`src/rtl/spi_frame_sync.sv`:
```
// SPI slave front end: oversamples sck/sdo, assembles MSB-first frames, and publishes
// them to the display side only on a vsync rising edge. Also returns a word on sdi.
//
// state | meaning
// IDLE  | bitcnt == 0, waiting for the first sck fall; tx word reloads every cycle
// SHIFT | bitcnt >  0, mid-frame; idle timer runs until the next sck fall
module spi_frame_sync #(
  parameter int FRAME_BITS     = 32,
  parameter int TIMEOUT_CYCLES = 4096,
  parameter int SYNC_STAGES    = 2
) (
  input  logic                  clk,
  input  logic                  reset,
  input  logic                  sck,
  input  logic                  sdo,
  output logic                  sdi,
  input  logic                  vsync,
  input  logic [FRAME_BITS-1:0] tx_data,
  output logic [FRAME_BITS-1:0] frame_out,
  output logic                  frame_fresh,
  output logic                  rx_strobe,
  output logic                  frame_err
);

  localparam int CW = $clog2(FRAME_BITS);
  localparam int IW = $clog2(TIMEOUT_CYCLES + 1);
  localparam logic [CW-1:0] LAST_BIT = CW'(FRAME_BITS - 1);
  localparam logic [IW-1:0] IDLE_MAX = IW'(TIMEOUT_CYCLES);

  logic [SYNC_STAGES-1:0] sck_sync, sdo_sync, vsync_sync;
  logic                   sck_d, vsync_d;
  logic                   sck_s, sdo_s, vsync_s;

  logic [CW-1:0]         bitcnt, bitcnt_nxt;
  logic [IW-1:0]         idle, idle_nxt;
  logic [FRAME_BITS-1:0] q_sr, q_sr_nxt;
  logic [FRAME_BITS-1:0] d_sr;
  logic [FRAME_BITS-1:0] shadow;
  logic [FRAME_BITS-1:0] rx_word;
  logic                  pending;
  logic                  sck_fall, vsync_rise, in_shift, complete, timeout;

  always_ff @(posedge clk) begin
    if (reset) begin
      sck_sync   <= '0;
      sdo_sync   <= '0;
      vsync_sync <= '0;
      sck_d      <= 1'b0;
      vsync_d    <= 1'b0;
    end else begin
      sck_sync   <= {sck_sync[SYNC_STAGES-2:0], sck};
      sdo_sync   <= {sdo_sync[SYNC_STAGES-2:0], sdo};
      vsync_sync <= {vsync_sync[SYNC_STAGES-2:0], vsync};
      sck_d      <= sck_s;
      vsync_d    <= vsync_s;
    end
  end

  assign sck_s      = sck_sync[SYNC_STAGES-1];
  assign sdo_s      = sdo_sync[SYNC_STAGES-1];
  assign vsync_s    = vsync_sync[SYNC_STAGES-1];
  assign sck_fall   = sck_d & ~sck_s;
  assign vsync_rise = vsync_s & ~vsync_d;
  assign in_shift   = (bitcnt != '0);
  assign complete   = sck_fall && (bitcnt == LAST_BIT);
  assign timeout    = in_shift && !sck_fall && (idle == IDLE_MAX);
  assign rx_word    = {q_sr[FRAME_BITS-2:0], sdo_s};

  // An sck fall takes priority over a timeout landing on the same cycle.
  always_comb begin
    bitcnt_nxt = bitcnt;
    idle_nxt   = idle;
    q_sr_nxt   = q_sr;
    if (sck_fall) begin
      q_sr_nxt   = rx_word;
      idle_nxt   = '0;
      bitcnt_nxt = complete ? '0 : bitcnt + 1'b1;
    end else if (timeout) begin
      bitcnt_nxt = '0;
      idle_nxt   = '0;
      q_sr_nxt   = '0;
    end else if (in_shift) begin
      idle_nxt = idle + 1'b1;
    end else begin
      idle_nxt = '0;
    end
  end

  always_ff @(posedge clk) begin
    if (reset) begin
      bitcnt      <= '0;
      idle        <= '0;
      q_sr        <= '0;
      d_sr        <= '0;
      sdi         <= 1'b0;
      shadow      <= '0;
      pending     <= 1'b0;
      frame_out   <= '0;
      frame_fresh <= 1'b0;
      rx_strobe   <= 1'b0;
      frame_err   <= 1'b0;
    end else begin
      bitcnt    <= bitcnt_nxt;
      idle      <= idle_nxt;
      q_sr      <= q_sr_nxt;
      rx_strobe <= complete;
      frame_err <= timeout;

      if (sck_fall) begin
        d_sr <= d_sr << 1;
        sdi  <= d_sr[FRAME_BITS-2];
      end else if (!in_shift) begin
        d_sr <= tx_data;
        sdi  <= tx_data[FRAME_BITS-1];
      end

      // A frame completing on the vsync edge is forwarded straight to the output.
      if (vsync_rise) begin
        if (complete) begin
          shadow      <= rx_word;
          frame_out   <= rx_word;
          frame_fresh <= 1'b1;
          pending     <= 1'b0;
        end else if (pending) begin
          frame_out   <= shadow;
          frame_fresh <= 1'b1;
          pending     <= 1'b0;
        end else begin
          frame_fresh <= 1'b0;
        end
      end else if (complete) begin
        shadow  <= rx_word;
        pending <= 1'b1;
      end
    end
  end

endmodule

```
`config.mk`:
```
export PLATFORM = sky130hd
export DESIGN_NAME = spi_frame_sync
export DESIGN_NICKNAME = d
export VERILOG_FILES = /design/src/rtl/spi_frame_sync.sv
export SDC_FILE = /design/constraint.sdc
export NUM_CORES = 1
export LEC_CHECK = 0
export BUFFER_PORTS_ARGS = -buffer_cell sky130_fd_sc_hd__buf_2
export CAP_MARGIN = 20
export CORE_ASPECT_RATIO = 0.8
export CORE_MARGIN = 5
export CORE_UTILIZATION = 50
export DETAILED_ROUTE_END_ITERATION = 8
export MAX_ROUTING_LAYER = met4
export PLACE_DENSITY_LB_ADDON = 0.25
export SLEW_MARGIN = 40
export SYNTH_ARGS = -nofsm -noshare
export SYNTH_HDL_FRONTEND = slang
export SYNTH_SLANG_ARGS = --single-unit
```
`constraint.sdc`:
```
create_clock -name clk -period 1.7 [get_ports clk]
set_input_delay 0.34 -clock clk [delete_from_list [all_inputs] [get_ports clk]]
set_output_delay 0.34 -clock clk [all_outputs]
set_load 0.1 [all_outputs]
```
**After elaboration in Yosys (flattened, before gate mapping)**

Index checks and enable logic that the tools add are counted.

- $add $sub $neg: 2
- Eq/ne operators: 3
- Multiplexer cells: 13
- Bitwise logic cells: 5
- Reduce and logical (&&, ||, !) cells: 11

Operators with widths:

| cell | number |
|---|---|
| two-way mux 31 bit | 4 |
| two-way mux 32 bit | 2 |
| two-way mux 5 bit | 3 |
| adder 13 x 1 -> 13 bit, second input constant | 1 |
| == test 13 bit, second input constant | 1 |
| adder 5 x 1 -> 5 bit, second input constant | 1 |
| == test 5 bit, second input constant | 1 |
| nonzero test 5 bit | 1 |
| two-way mux 1 bit | 4 |
| nonzero test 2 bit | 2 |
| OR reduction 2 bit | 2 |
| OR reduction 4 bit | 1 |
| logical AND 1 bit | 3 |
| NOT 1 bit | 3 |
| bitwise AND 1 bit | 2 |
| != test 2 bit, second input constant | 1 |
| AND reduction 2 bit | 1 |
| logical NOT 1 bit | 1 |

- Flip-flop bits (word level): 157
- Bits of input ports: 37
- Output and inout port bits: 36
- Word-level logic and storage cells: 51

**Depth between registers and ports, before layout**

- Depth in word-level cells: 7
- Gate-level depth with buffers: 10
- Mapped depth without buffers: 7

**Worst setup path before layout**

No wires, ideal clock.

- Path type: flip-flop to flip-flop
- Start: reg bitcnt[1]
- End: reg frame_out[10]
- Library setup time: 86 ps
- Data arrival time: 1,798 ps
- Required time: 1,614 ps
- Setup slack: -183 ps
- Cell stages (with the launch flop): 11
- Path buffers: 3
- Period minus slack after synthesis: 1,883 ps
- Path through: dfxtp_1 ha_1 and3_1 ha_1 nand3b_1 buf_2 a21oi_1 buf_2 buf_4 nor2_1 a211oi_1

- Longest elaborated chain between the ends: 4
- Elaborated cells between the ends (all ways): 5
- Those cells by class: eq/ne: 1; mux: 1; reduce/logical: 3

RTL lines:

| what | RTL line | text |
|---|---|---|
| from (decl) | 34 | `logic [CW-1:0] bitcnt, bitcnt_nxt;` |
| from (signal assigned) | 103 | `bitcnt <= bitcnt_nxt;` |
| == test 5 bit (*) | 65 | `assign complete = sck_fall && (bitcnt == LAST_BIT);` |
| logical AND 1 bit (*) | 65 |  |
| nonzero test 2 bit (no line) | - |  |
| AND reduction 2 bit (no line) | - |  |
| to (signal assigned) | 121 | `frame_out <= rx_word;` |
| to (signal assigned) | 125 | `frame_out <= shadow;` |
| to (decl) | 19 | `output logic [FRAME_BITS-1:0] frame_out,` |

Every way passes the cells marked *; elsewhere a longest branch is shown, timed or not.
A chain may end at the register's enable or synchronous reset.

**Final worst setup path**

- Start: reg bitcnt[1]
- End: reg frame_out[1]

Same word-level chain as after synthesis.

==> metrics <==
status complete, but fails checks; failing checks setup timing; fin crit share 1.10; CP Max Fanout 7; unrepaired setup endpoints after global routing true; synth warn 0; routed vias 4348; clock skew 0.0110 ns; Die Wd 130 um; Power Density 996 nW/um^2; gr usage total 0.193; maxcap violations 0; initial DRC count 269; antenna diode count 0; startpoint types flip-flop; CTS Buf Count 17; WS Path Type reg -> reg; Area growth syn-to-layout 38.3%; endpoints failing setup 127; Sink Count 157; Tmin final 1.86 ns; synthesized net count 595; area leader, netlist dfxtp_1; Hold Crit Class in -> reg; Worst EP required 2.02 ns; Tightest Pin Transition 0.578 ns; Worst Slack Setup Final -0.164 ns; clk buf depth 2; post-DP HPWL 7210 um; Syn Std Cell Area 5780 sq um; DP Cell Count 759; Setup WS pre-CTS -0.226 ns; Non-Filler Instances 815; DR DRC count 0; Avg Cell Area, Syn 10.4 sq um; Top Ports 73; Core ar. 11400 sq um; number of global-route vias before repair 4228; leading cell type in the layout, fill and taps excluded dfxtp_1; Syn Inst Count 553; WHS 0.130 ns; hold_buf cts 0; Via density 5.33; Synth Register Bits 157; Pre-Repair DR Iteration Count 4; Worst-path clk slew 0.06 ns; commonest cells after routing, fill and taps aside dfxtp_1, nor2_1, buf_2, a211oi_1, a22o_1; Yosys top cell area share 0.544; GPL Wtd Cong 0.871; Port Buffers 72; Final Hold Vio Count 0; final wirelength 13700 um; endpoint type of the worst setup path flip-flop; share of layout cells above drive strength 1 0.360; top post-synthesis cells by area dfxtp_1, mux2i_1, a211oi_1; first-pass GRT wire length 20700 um; clk_lat worst skew 0.42 ns; Critical Path AT 2.18 ns; Placed Area 6410 sq um; Worst IR Drop VDD 0.721 mV; Fmax 537 MHz; Static Leakage 3.33 nW; post-synth cell types 32; starting density of the core 0.505; Die ar. 13800 sq um; max-slew violations 0; die span in y 106 um; H-Tree Depth 4; clock root buffer clkbuf_16; nets 696; GRT Residual Overflow 0; register area share after synthesis 0.544; design area 7990 sq um; TritonCTS clock tree done; Routed Antenna Nets 0; Wirelength per Cell 16.8 um; slew margin rel. 0.615; Rows 35; final total power 7.96 mW; Reg2Reg Setup Slack -0.16 ns; antenna violations before repair 0; pin count of the biggest net entering global routing 64
-- path summary, 6_finish.rpt --
kind,cells past startpoint,start,to
worst max-delay path,8,bitcnt[1],frame_out[1]
worst min-delay path,2,vsync,vsync_sync[0]
worst max register to register,8,bitcnt[1],frame_out[1]
worst min register to register,1,sck_sync[0],sck_sync[1]
-- what timing repair did --
| action | 4_1_cts | 5_1_grt |
|---|---|---|
| cloned | 4 | 12 |
| setup endpoints to repair | 113 | 144 |
| pin swaps | 43 | 13 |
| buffers inserted | 9 | 2 |
| resized for setup | 69 | 46 |
-- cell families (layout without fill, tap and decap cells) --
kind of cell	Yosys count	count (layout)	share of synthesized area
buffers and inverters	52	166	0.0487
and+or+nand+nor	159	159	0.125
DFF	157	157	0.544
xor gates and xnor gates	12	12	0.0182
adders and majority gates	5	5	0.0108
muxes	65	65	0.113
AOI/OAI and AO/OA	103	103	0.140
-- final cells by class --
type,instances,area (sq um)
multi-input combinational,344,2900
tap,148,185
clock buffer,21,460
fill,800,3440
timing repair buffer,126,1130
clock inverter,11,141
sequential,157,3150
inverter,8,30.0
-- flip-flops by register name, indices dropped and copies added (netlist names), 2 cells and up --
name	count
sdo_sync	2
shadow	32
vsync_sync	2
frame_out	32
bitcnt	5
d_sr	31
q_sr	31
sck_sync	2
idle	13
-- through the flow --
| step | TNS, ns | utilization |
|---|---|---|
| after detailed placement | -8.86 | 0.561 |
| after CTS | -3.97 | 0.661 |
| after global placement | -5.44 | 0.561 |
| after floorplan | -0.0478 | - |
| after global routing | -19.32 | 0.699 |
| final | -7.82 | 0.699 |
-- per-layer routing --
metal  global-route usage  wire length, um
met1                0.251             6260
met2                0.294             6770
met4               0.0512              120
met5                    -                0
met3               0.0578              540
-- where the power goes --
part	leakage, nW	internal, mW	total, mW	switching [mW]
registers	1.28	3.74	3.78	0.0341
logic	1.76	0.168	0.348	0.181
clock network	0.289	2.38	3.83	1.45
-- cells in the mapped netlist --
cell and count:
mux2_2 1, nor4b_2 1, buf_6 8, nor4b_4 1
nand3b_1 2, nor2_1 114, dfxtp_1 157, a21oi_1 3
o21ai_0 1, nand4_1 3, a21bo_2 1, a211oi_1 63
ha_1 5, buf_2 12, nor4_1 5, inv_1 8
clkbuf_1 18, a22o_1 34, nand2b_1 4, nor3_1 3
nor2b_1 11, xnor2_1 9, o21a_1 1, and4_1 1
nand2_1 4, nand3_1 7, buf_1 3, buf_4 3
and3_1 1, mux2i_1 64, xor2_1 3, nor4b_1 2
-- worst max-delay path: stages, from the launching register on --
cell and delay, ns:
dfxtp_2 0.35, ha_4 0.14, and3_4 0.18, ha_4 0.12, nand3b_1 0.18, buf_4 0.22, clkbuf_16 0.17, mux2i_2 0.17
a211oi_1 0.24
Note: power is estimated with default switching activity, not from simulation.
